--- config.mk ---
export PLATFORM = sky130hd
export DESIGN_NAME = exu_arbiter_flat
export DESIGN_NICKNAME = d
export VERILOG_FILES = /design/src/rtl/exu_arbiter_if.sv /design/src/rtl/exu_arbiter.sv /design/src/flat_wrapper.sv
export SDC_FILE = /design/constraint.sdc
export NUM_CORES = 1
export LEC_CHECK = 0
export ABC_AREA = 1
export CORE_MARGIN = 2
export CORE_UTILIZATION = 35
export CTS_CLUSTER_DIAMETER = 40
export CTS_CLUSTER_SIZE = 20
export DETAILED_ROUTE_END_ITERATION = 10
export HOLD_SLACK_MARGIN = 0.03
export PLACE_DENSITY_LB_ADDON = 0.25
export SYNTH_ARGS = -nofsm -noshare
export SYNTH_HDL_FRONTEND = slang
export SYNTH_SLANG_ARGS = --single-unit
--- constraint.sdc ---
create_clock -name clk -period 1.2 [get_ports clk]
set_input_delay 0.24 -clock clk [delete_from_list [all_inputs] [get_ports clk]]
set_output_delay 0.24 -clock clk [all_outputs]
set_load 0.03 [all_outputs]
--- src/rtl/exu_arbiter_if.sv ---
// Client-side bundle of the EXU arbiter: two request channels and two response channels.
// The arbiter takes the slave view; clients (or a bench) take the master view.
interface exu_arbiter_if #(
  parameter int XLEN = 32,
  parameter int OPW  = 10
);
  logic            req0_valid;
  logic            req0_ready;
  logic [OPW-1:0]  req0_opcode;
  logic [XLEN-1:0] req0_src1;
  logic [XLEN-1:0] req0_src2;
  logic            req1_valid;
  logic            req1_ready;
  logic [OPW-1:0]  req1_opcode;
  logic [XLEN-1:0] req1_src1;
  logic [XLEN-1:0] req1_src2;
  logic            resp0_valid;
  logic            resp0_ready;
  logic [XLEN-1:0] resp0_res;
  logic            resp1_valid;
  logic            resp1_ready;
  logic [XLEN-1:0] resp1_res;

  modport slave (
    input  req0_valid, req0_opcode, req0_src1, req0_src2,
    input  req1_valid, req1_opcode, req1_src1, req1_src2,
    input  resp0_ready, resp1_ready,
    output req0_ready, req1_ready,
    output resp0_valid, resp0_res, resp1_valid, resp1_res
  );

  modport master (
    output req0_valid, req0_opcode, req0_src1, req0_src2,
    output req1_valid, req1_opcode, req1_src1, req1_src2,
    output resp0_ready, resp1_ready,
    input  req0_ready, req1_ready,
    input  resp0_valid, resp0_res, resp1_valid, resp1_res
  );
endinterface

--- src/rtl/exu_arbiter.sv ---
// Round-robin arbiter that time-shares one combinational EXU between two clients:
// accept in IDLE, drive the EXU in EXEC, hold the registered result in RESP.
module exu_arbiter #(
  parameter int XLEN = 32,
  parameter int OPW  = 10
) (
  input  logic            clk,
  input  logic            rst,
  exu_arbiter_if.slave    cl,
  output logic [OPW-1:0]  exu_opcode,
  output logic [XLEN-1:0] exu_src1,
  output logic [XLEN-1:0] exu_src2,
  input  logic [XLEN-1:0] exu_res,
  output logic            busy
);

  typedef enum logic [1:0] {IDLE, EXEC, RESP} state_e;

  state_e          state_q, state_d;
  logic            last_grant_q, last_grant_d;
  logic            owner_q, owner_d;
  logic [OPW-1:0]  opcode_q, opcode_d;
  logic [XLEN-1:0] src1_q, src1_d;
  logic [XLEN-1:0] src2_q, src2_d;
  logic [XLEN-1:0] res_q, res_d;

  logic [1:0] req_valid;
  logic [1:0] grant;
  logic [1:0] resp_ready;
  logic       active;

  assign req_valid  = {cl.req1_valid, cl.req0_valid};
  assign resp_ready = {cl.resp1_ready, cl.resp0_ready};

  // A client wins if it is alone, or if the other client was served last.
  generate
    for (genvar gi = 0; gi < 2; gi++) begin : g_grant
      localparam logic ME = 1'(gi);
      assign grant[gi] = req_valid[gi] & (~req_valid[1-gi] | (last_grant_q != ME));
    end
  endgenerate

  always_comb begin
    state_d      = state_q;
    last_grant_d = last_grant_q;
    owner_d      = owner_q;
    opcode_d     = opcode_q;
    src1_d       = src1_q;
    src2_d       = src2_q;
    res_d        = res_q;
    case (state_q)
      IDLE: begin
        if (grant != 2'b00) begin
          owner_d      = grant[1];
          last_grant_d = grant[1];
          opcode_d     = grant[1] ? cl.req1_opcode : cl.req0_opcode;
          src1_d       = grant[1] ? cl.req1_src1   : cl.req0_src1;
          src2_d       = grant[1] ? cl.req1_src2   : cl.req0_src2;
          state_d      = EXEC;
        end
      end
      EXEC: begin
        res_d   = exu_res;
        state_d = RESP;
      end
      RESP: begin
        if (resp_ready[owner_q]) state_d = IDLE;
      end
      default: state_d = IDLE;
    endcase
  end

  always_ff @(posedge clk) begin
    if (rst) begin
      state_q      <= IDLE;
      last_grant_q <= 1'b1;
      owner_q      <= 1'b0;
      opcode_q     <= '0;
      src1_q       <= '0;
      src2_q       <= '0;
      res_q        <= '0;
    end else begin
      state_q      <= state_d;
      last_grant_q <= last_grant_d;
      owner_q      <= owner_d;
      opcode_q     <= opcode_d;
      src1_q       <= src1_d;
      src2_q       <= src2_d;
      res_q        <= res_d;
    end
  end

  // Outputs are masked while rst is high so nothing leaks out during the reset cycle.
  assign active         = ~rst;
  assign cl.req0_ready  = active & (state_q == IDLE) & grant[0];
  assign cl.req1_ready  = active & (state_q == IDLE) & grant[1];
  assign cl.resp0_valid = active & (state_q == RESP) & ~owner_q;
  assign cl.resp1_valid = active & (state_q == RESP) &  owner_q;
  assign cl.resp0_res   = res_q;
  assign cl.resp1_res   = res_q;

  // Zero opcode outside EXEC keeps the shared EXU output at 0.
  assign exu_opcode = (active && state_q == EXEC) ? opcode_q : '0;
  assign exu_src1   = src1_q;
  assign exu_src2   = src2_q;
  assign busy       = active & (state_q != IDLE);

endmodule

--- src/flat_wrapper.sv ---
// flat-port wrapper written by rule: the top's interface ports become plain ports
module exu_arbiter_flat 
#(
  parameter int XLEN = 32,
  parameter int OPW  = 10
)
  (clk, rst, exu_opcode, exu_src1, exu_src2, exu_res, busy, cl_req0_valid, cl_req0_opcode, cl_req0_src1, cl_req0_src2, cl_req1_valid, cl_req1_opcode, cl_req1_src1, cl_req1_src2, cl_resp0_ready, cl_resp1_ready, cl_req0_ready, cl_req1_ready, cl_resp0_valid, cl_resp0_res, cl_resp1_valid, cl_resp1_res);
  exu_arbiter_if #(.XLEN(XLEN), .OPW(OPW)) cl_i ();
  input  logic clk;
  input  logic rst;
  output logic [OPW-1:0] exu_opcode;
  output logic [XLEN-1:0] exu_src1;
  output logic [XLEN-1:0] exu_src2;
  input  logic [XLEN-1:0] exu_res;
  output logic busy;
  input wire logic [$bits(cl_i.req0_valid)-1:0] cl_req0_valid;
  input wire logic [$bits(cl_i.req0_opcode)-1:0] cl_req0_opcode;
  input wire logic [$bits(cl_i.req0_src1)-1:0] cl_req0_src1;
  input wire logic [$bits(cl_i.req0_src2)-1:0] cl_req0_src2;
  input wire logic [$bits(cl_i.req1_valid)-1:0] cl_req1_valid;
  input wire logic [$bits(cl_i.req1_opcode)-1:0] cl_req1_opcode;
  input wire logic [$bits(cl_i.req1_src1)-1:0] cl_req1_src1;
  input wire logic [$bits(cl_i.req1_src2)-1:0] cl_req1_src2;
  input wire logic [$bits(cl_i.resp0_ready)-1:0] cl_resp0_ready;
  input wire logic [$bits(cl_i.resp1_ready)-1:0] cl_resp1_ready;
  output wire logic [$bits(cl_i.req0_ready)-1:0] cl_req0_ready;
  output wire logic [$bits(cl_i.req1_ready)-1:0] cl_req1_ready;
  output wire logic [$bits(cl_i.resp0_valid)-1:0] cl_resp0_valid;
  output wire logic [$bits(cl_i.resp0_res)-1:0] cl_resp0_res;
  output wire logic [$bits(cl_i.resp1_valid)-1:0] cl_resp1_valid;
  output wire logic [$bits(cl_i.resp1_res)-1:0] cl_resp1_res;
  assign cl_i.req0_valid = cl_req0_valid;
  assign cl_i.req0_opcode = cl_req0_opcode;
  assign cl_i.req0_src1 = cl_req0_src1;
  assign cl_i.req0_src2 = cl_req0_src2;
  assign cl_i.req1_valid = cl_req1_valid;
  assign cl_i.req1_opcode = cl_req1_opcode;
  assign cl_i.req1_src1 = cl_req1_src1;
  assign cl_i.req1_src2 = cl_req1_src2;
  assign cl_i.resp0_ready = cl_resp0_ready;
  assign cl_i.resp1_ready = cl_resp1_ready;
  assign cl_req0_ready = cl_i.req0_ready;
  assign cl_req1_ready = cl_i.req1_ready;
  assign cl_resp0_valid = cl_i.resp0_valid;
  assign cl_resp0_res = cl_i.resp0_res;
  assign cl_resp1_valid = cl_i.resp1_valid;
  assign cl_resp1_res = cl_i.resp1_res;
  exu_arbiter #(.XLEN(XLEN), .OPW(OPW)) u_core (.clk(clk), .rst(rst), .cl(cl_i), .exu_opcode(exu_opcode), .exu_src1(exu_src1), .exu_src2(exu_src2), .exu_res(exu_res), .busy(busy));
endmodule
==> flow_summary.toml, run 1 <==
[die]
core_um2 = 16300
die_y_um = 133
num_rows = 47
start_util = 0.354
dieArea_um2 = 17600
io_pins = 329
chipWidth_um = 133

[pwr]
peakVddDrop_mv = 0.722
power-per-cell-area_nw_per_um2 = 1250
swShare = 0.365
p_clk_frac = 0.243
pwr-share-seq = 0.332
power_uw = 13200
leakagePower_uw = 0.00541
p_sw_uw = 4810
power.share.combinational = 0.425
cell_internal_pwr_uw = 8360

[worst_setup_path]
crit_top_cell = "nor2_4"
crit_arrival_ns = 1.37
path_max_fanout = 5
crit_chain = "nor2_4 -> buf_4 -> nand2_8 -> nor2_4 -> buf_12"
crit_required_ns = 0.96
cp-start-kind = "register"
endpoint_kind = "output port"
critPathMaxStageDelay_ns = 0.37
cp_slowest_cell = "dfxtp_4"
path_class = "reg2out"

[sta]
fin_ws_ns = -0.408
worstMarginPinSlew_ns = 0.398
setup_viol = 123
max_freq_mhz = 622
rsz0062_at_grt = "yes"
drv_slew = 0
fin_hold_ws_ns = 0.452
finalCritPeriodShare = 1.34
fin_skew_ns = 0.0104
final_hold_viol_count = 0
finalCriticalPeriod_ns = 1.61
slew-limit-headroom = 0.735

[layout]
syn_to_final_growth_pct = 81.8
final_cell_mix = "nand2_1, nor2_1, clkdlybuf4s50_1"
layout_commonest_cell = "nand2_1"
nets = 1508
drive_gt1_frac = 0.261
num-fill-cells = 1495
n_antenna_cell = 0

[outcome]
violations = "setup timing"
status = "finished, violations left"

[place]
gp_congestion = 0.789
io_buffers = 328
hpwlAfterDp_um = 13100
dp_slack_ns = -0.504

[clock_tree]
clk_latency_ns = 0.36
cts_tree = "built"
cts.sinks = 110
path_clk_slew_ns = 0.08
clock-root-buffer = "clkbuf_16"
clockBufferDepth = 2
htreeDepth = 3
cts_buffers = 9
ctsHoldBuffers = 0

[logic_synthesis]
synth.top_cell.area_share = 0.380
netlist_instances = 996
yosysWarnings = 0
yosysSeqAreaShare = 0.380
synth_area_leaders = "dfxtp_1, nand2_1, nor2_1, inv_1, buf_4"
synth_fp_nets = 1182
avgSynthCellArea_um2 = 5.81
synth_area_um2 = 5790
ys_ff_latch = 110
synthDistinctLibCells = 16
yosys.area.top_type = "dfxtp_1"

[run]
cap_violations = 0

[grt]
grt_max_degree = 41
grt_pass1_wl_um = 30500
antenna_found_initial = 0
grt_overflow = 0
grt_pass1_vias = 5963
grt_usage = 0.217

[routing]
routed_wl_um = 21400
drc = 0
wl_per_cell_um = 13.8
dr.pass1.iters = 6
drt_iter0_markers = 247
post_drt_via_cell_ratio = 4.28
ant_nets = 0
routed-via-count = 6624

[worst_hold_path]
hp-class = "in2reg"
[area by class of cell]
cell class                 count  area (µm²)  share of cell area
timing repair buffer         396        4120               0.391
inverter                     154         584              0.0555
sequential                   110        2210               0.210
clock inverter                 7        88.8             0.00844
multi-input combinational    651        3020               0.287
clock buffer                   9         225              0.0214
tap                          220         275              0.0262
[flip-flops by register name (all words and copies together) (netlist names)]
name                 count
u_core.cl.resp0_res     32
u_core.exu_src1         32
u_core.exu_src2         32
u_core.opcode_q         10
u_core.state_q           2
u_core.last_grant_q      1
u_core.owner_q           1
[worst max-delay path: cells and delay by family (launching register included)]
family / cells / cell delay, ns
simple gates: 3 / 0.35
buf+inv: 2 / 0.28
flops: 1 / 0.37
[power groups by stage]
stage	sequential [µW]	clock [µW]	combinational [µW]
2_1_floorplan	5160	0	1980
3_3_place_gp	4420	0	4440
3_5_place_dp	4440	0	4470
4_1_cts	4360	3260	4920
5_1_grt	4420	3420	6020
6_report	4370	3200	5600
[routing by layer]
metal / wire length (µm) / part of all wire / global-route usage / vias to the layer above
met5: 0 / 0 / 0 / -
met4: 412 / 0.019 / 0.0741 / 0
met3: 1350 / 0.063 / 0.0494 / 28
met2: 10600 / 0.50 / 0.372 / 223
met1: 9020 / 0.42 / 0.267 / 2901
li1: - / - / - / 3472
[timing repair]
| item | CTS | global route |
|---|---|---|
| endpoints found under the setup margin | 94 | 131 |
| gates cloned | 8 | 13 |
| gates resized for setup | 39 | 139 |
| pin swaps | 5 | 40 |
| buffers inserted | 10 | 15 |
[path summary, 6_finish.rpt]
path,startpoint,endpoint,slack [ns],cells after the start
worst max register to register,u_core.state_q[1],u_core.cl.resp0_res[16],-0.35,9
worst min register to register,u_core.owner_q,u_core.owner_q,0.51,2
worst min-delay path,rst,u_core.owner_q,0.45,3
worst max-delay path,u_core.state_q[1],exu_opcode[1],-0.41,5
[synth_stat cells]
library cell	number
nand3_1	3
buf_6	3
clkbuf_1	14
dfxtp_1	110
inv_2	3
inv_1	151
buf_4	39
nor2_2	2
nor3_1	1
nor2_1	303
nand4_1	1
a21oi_1	2
o21ai_2	1
buf_2	26
nand2_1	304
o21ai_0	33
[stage by stage]
stage,instances,util,area (µm²),TNS [ns]
after floorplan,996,-,5910,-0.142
after global placement,1489,0.548,8960,-50.05
after detailed placement,1489,0.548,8960,-51.89
after CTS,1522,0.595,9730,-15.20
after global routing,1547,0.644,10500,-34.89
final,1547,0.644,10500,-25.98
[cell families after synthesis]
| logic type | Yosys count | share of synthesized area |
|---|---|---|
| and+or+nand+nor | 614 | 0.400 |
| AOI/OAI and AO/OA | 36 | 0.0318 |
| DFF | 110 | 0.380 |
| buffers and inverters | 236 | 0.188 |
Power figures use the tool's default switching activity.
==> run 2: changes to the inputs <==
- ABC_CLOCK_PERIOD_IN_PS: default -> 1200
- CORE_MARGIN: 2 -> 1.5
==> run 2 against run 1 <==
Effect of this change:
- the flow still finishes with violations (setup timing)
- worst hold slack improved by 0.011 ns
- sequential power about the same
- routed wire length decreased by 4.6%
- count of clock-buffer cells in the layout unchanged
- fmax decreased by 0.66%
- non-clock buffer count decreased by 13
- power decreased by 0.69%
- clock power increased by 3%
- cell area decreased by 1.7%
- die area decreased by 1.5%
- largest power group unchanged
==> flow_summary.toml, run 2 (synthesis gave the netlist of run 1 again) <==
[routing]
drt_iter0_markers = 221
post_drt_via_cell_ratio = 4.30
ant_nets = 0
routed-via-count = 6583
drc = 0
wl_per_cell_um = 13.3
routed_wl_um = 20400
dr.pass1.iters = 4

[run]
cap_violations = 0

[grt]
grt_pass1_vias = 6025
grt_max_degree = 57
grtUsageMet2 = 0.388
grt_usage = 0.224
antenna_found_initial = 0
top_usage_layer = "met2"
use_met3 = 0.0660
grt_overflow = 0
grt_util_met1 = 0.264
grt_pass1_wl_um = 31100

[place]
io_buffers = 328
hpwlAfterDp_um = 13500
gp_congestion = 0.829

[layout]
drive_gt1_frac = 0.283
syn_to_final_growth_pct = 78.7
n_antenna_cell = 0
fin_util = 0.647
nets = 1496
final_cell_mix = "nor2_1, nand2_1, clkdlybuf4s50_1"
layout_commonest_cell = "nor2_1"

[pwr]
leakagePower_uw = 0.00531
power-per-cell-area_nw_per_um2 = 1260
peakVddDrop_mv = 0.719

[sta]
fin_ws_ns = -0.419
finalCriticalPeriod_ns = 1.62
fin_setup_tns_ns = -21.23
worstMarginPinSlew_ns = 0.561
finalCritPeriodShare = 1.35
fin_skew_ns = 0.0105
slew-limit-headroom = 0.625
max_freq_mhz = 618
rsz0062_at_grt = "yes"
drv_slew = 0
final_hold_viol_count = 0
setup_viol = 124

[worst_setup_path]
endpoint_kind = "output port"
worstReg2RegStart = "u_core.state_q[1]"
r2r-end = "u_core.exu_src1[7]"
path_max_fanout = 5
ff2ff_setup_slack_ns = -0.28
cp-start-kind = "register"
path_class = "reg2out"
crit_arrival_ns = 1.38
reg2reg_depth = 9
crit_required_ns = 0.96

[die]
core_um2 = 16000
chipWidth_um = 132
start_util = 0.362
dieArea_um2 = 17300
num_rows = 46
io_pins = 329
die_y_um = 132

[clock_tree]
path_clk_slew_ns = 0.08
clockBufferDepth = 2
clock-root-buffer = "clkbuf_16"
htreeDepth = 3
ctsHoldBuffers = 0
clk_latency_ns = 0.36
cts_tree = "built"
cts_buffers = 9
cts.sinks = 110

[outcome]
status = "finished, violations left"
violations = "setup timing"

[worst_hold_path]
min_path_cells = 3
hold_start = "rst"
whs_endpoint = "u_core.state_q[1]"
hp-class = "in2reg"
-- run 2: cell types whose count changed in the layout (fill, tap and decap cells not counted), sizes merged --
cell / change
bufbuf: -3
bufinv: +1
o21ai: +1
buf: -8
inv: -1
clkbuf: -2
-- run 2: where the power goes --
part / total, µW / switching (µW) / internal, µW / leakage (µW)
clock: 3310 / 1470 / 1840 / 0.000152
sequential: 4370 / 268 / 4100 / 0.000913
combinational: 5400 / 3030 / 2370 / 0.00425
-- run 2: worst max path at each step --
stage	start	end	slack [ns]	depth (start not counted)
floorplan	rst	cl_resp0_valid	-0.07	5
global placement	cl_req0_valid	u_core.exu_src2[10]	-0.54	7
detailed placement	cl_req0_valid	u_core.exu_src2[10]	-0.54	7
CTS	u_core.state_q[0]	exu_opcode[1]	-0.43	6
global route	u_core.state_q[0]	exu_opcode[3]	-0.46	6
finish	u_core.state_q[1]	exu_opcode[1]	-0.42	5
-- run 2: stage by stage --
stage	instance area [µm²]	hold slack, ns	power, µW	instances	setup WS, ns
5_1_grt	10300	0.466	13700	1531	-0.458
6_report	10300	0.464	13100	1531	-0.419
4_1_cts	9890	0.437	12800	1531	-0.432
3_5_place_dp	8980	0.504	8920	1487	-0.543
3_3_place_gp	8980	0.501	8880	1487	-0.538
2_1_floorplan	5910	0.375	7140	996	-0.0689
-- run 2: layer usage --
layer  routed length (µm)  vias to the layer above
li1                     -                     3449
met4                  363                        0
met1                 8370                     2887
met5                    0                        -
met2                10000                      227
met3                 1650                       20
-- run 2: cell type report --
cell class              count  area, µm²
flip-flops and latches    110       2210
fillers                  1440       5650
clock inverters             7       97.6
inverters                 154        591
clock buffers               9        225
multi-input cells         652       3150
repair buffers            383       3800
well taps                 216        270
-- run 2: critical path, stage by stage (launching register included) --
cell and delay [ns]:
dfxtp_4 0.38, nor2_4 0.16, buf_12 0.13, nand2_8 0.09, nor2_4 0.12, buf_6 0.14
-- run 2: repair_timing --
item | in CTS | in global routing
cloned | 12 | 5
buffers inserted | 16 | 3
pin swaps | 21 | 68
gates resized for setup | 59 | 177
setup endpoints to repair | 93 | 125
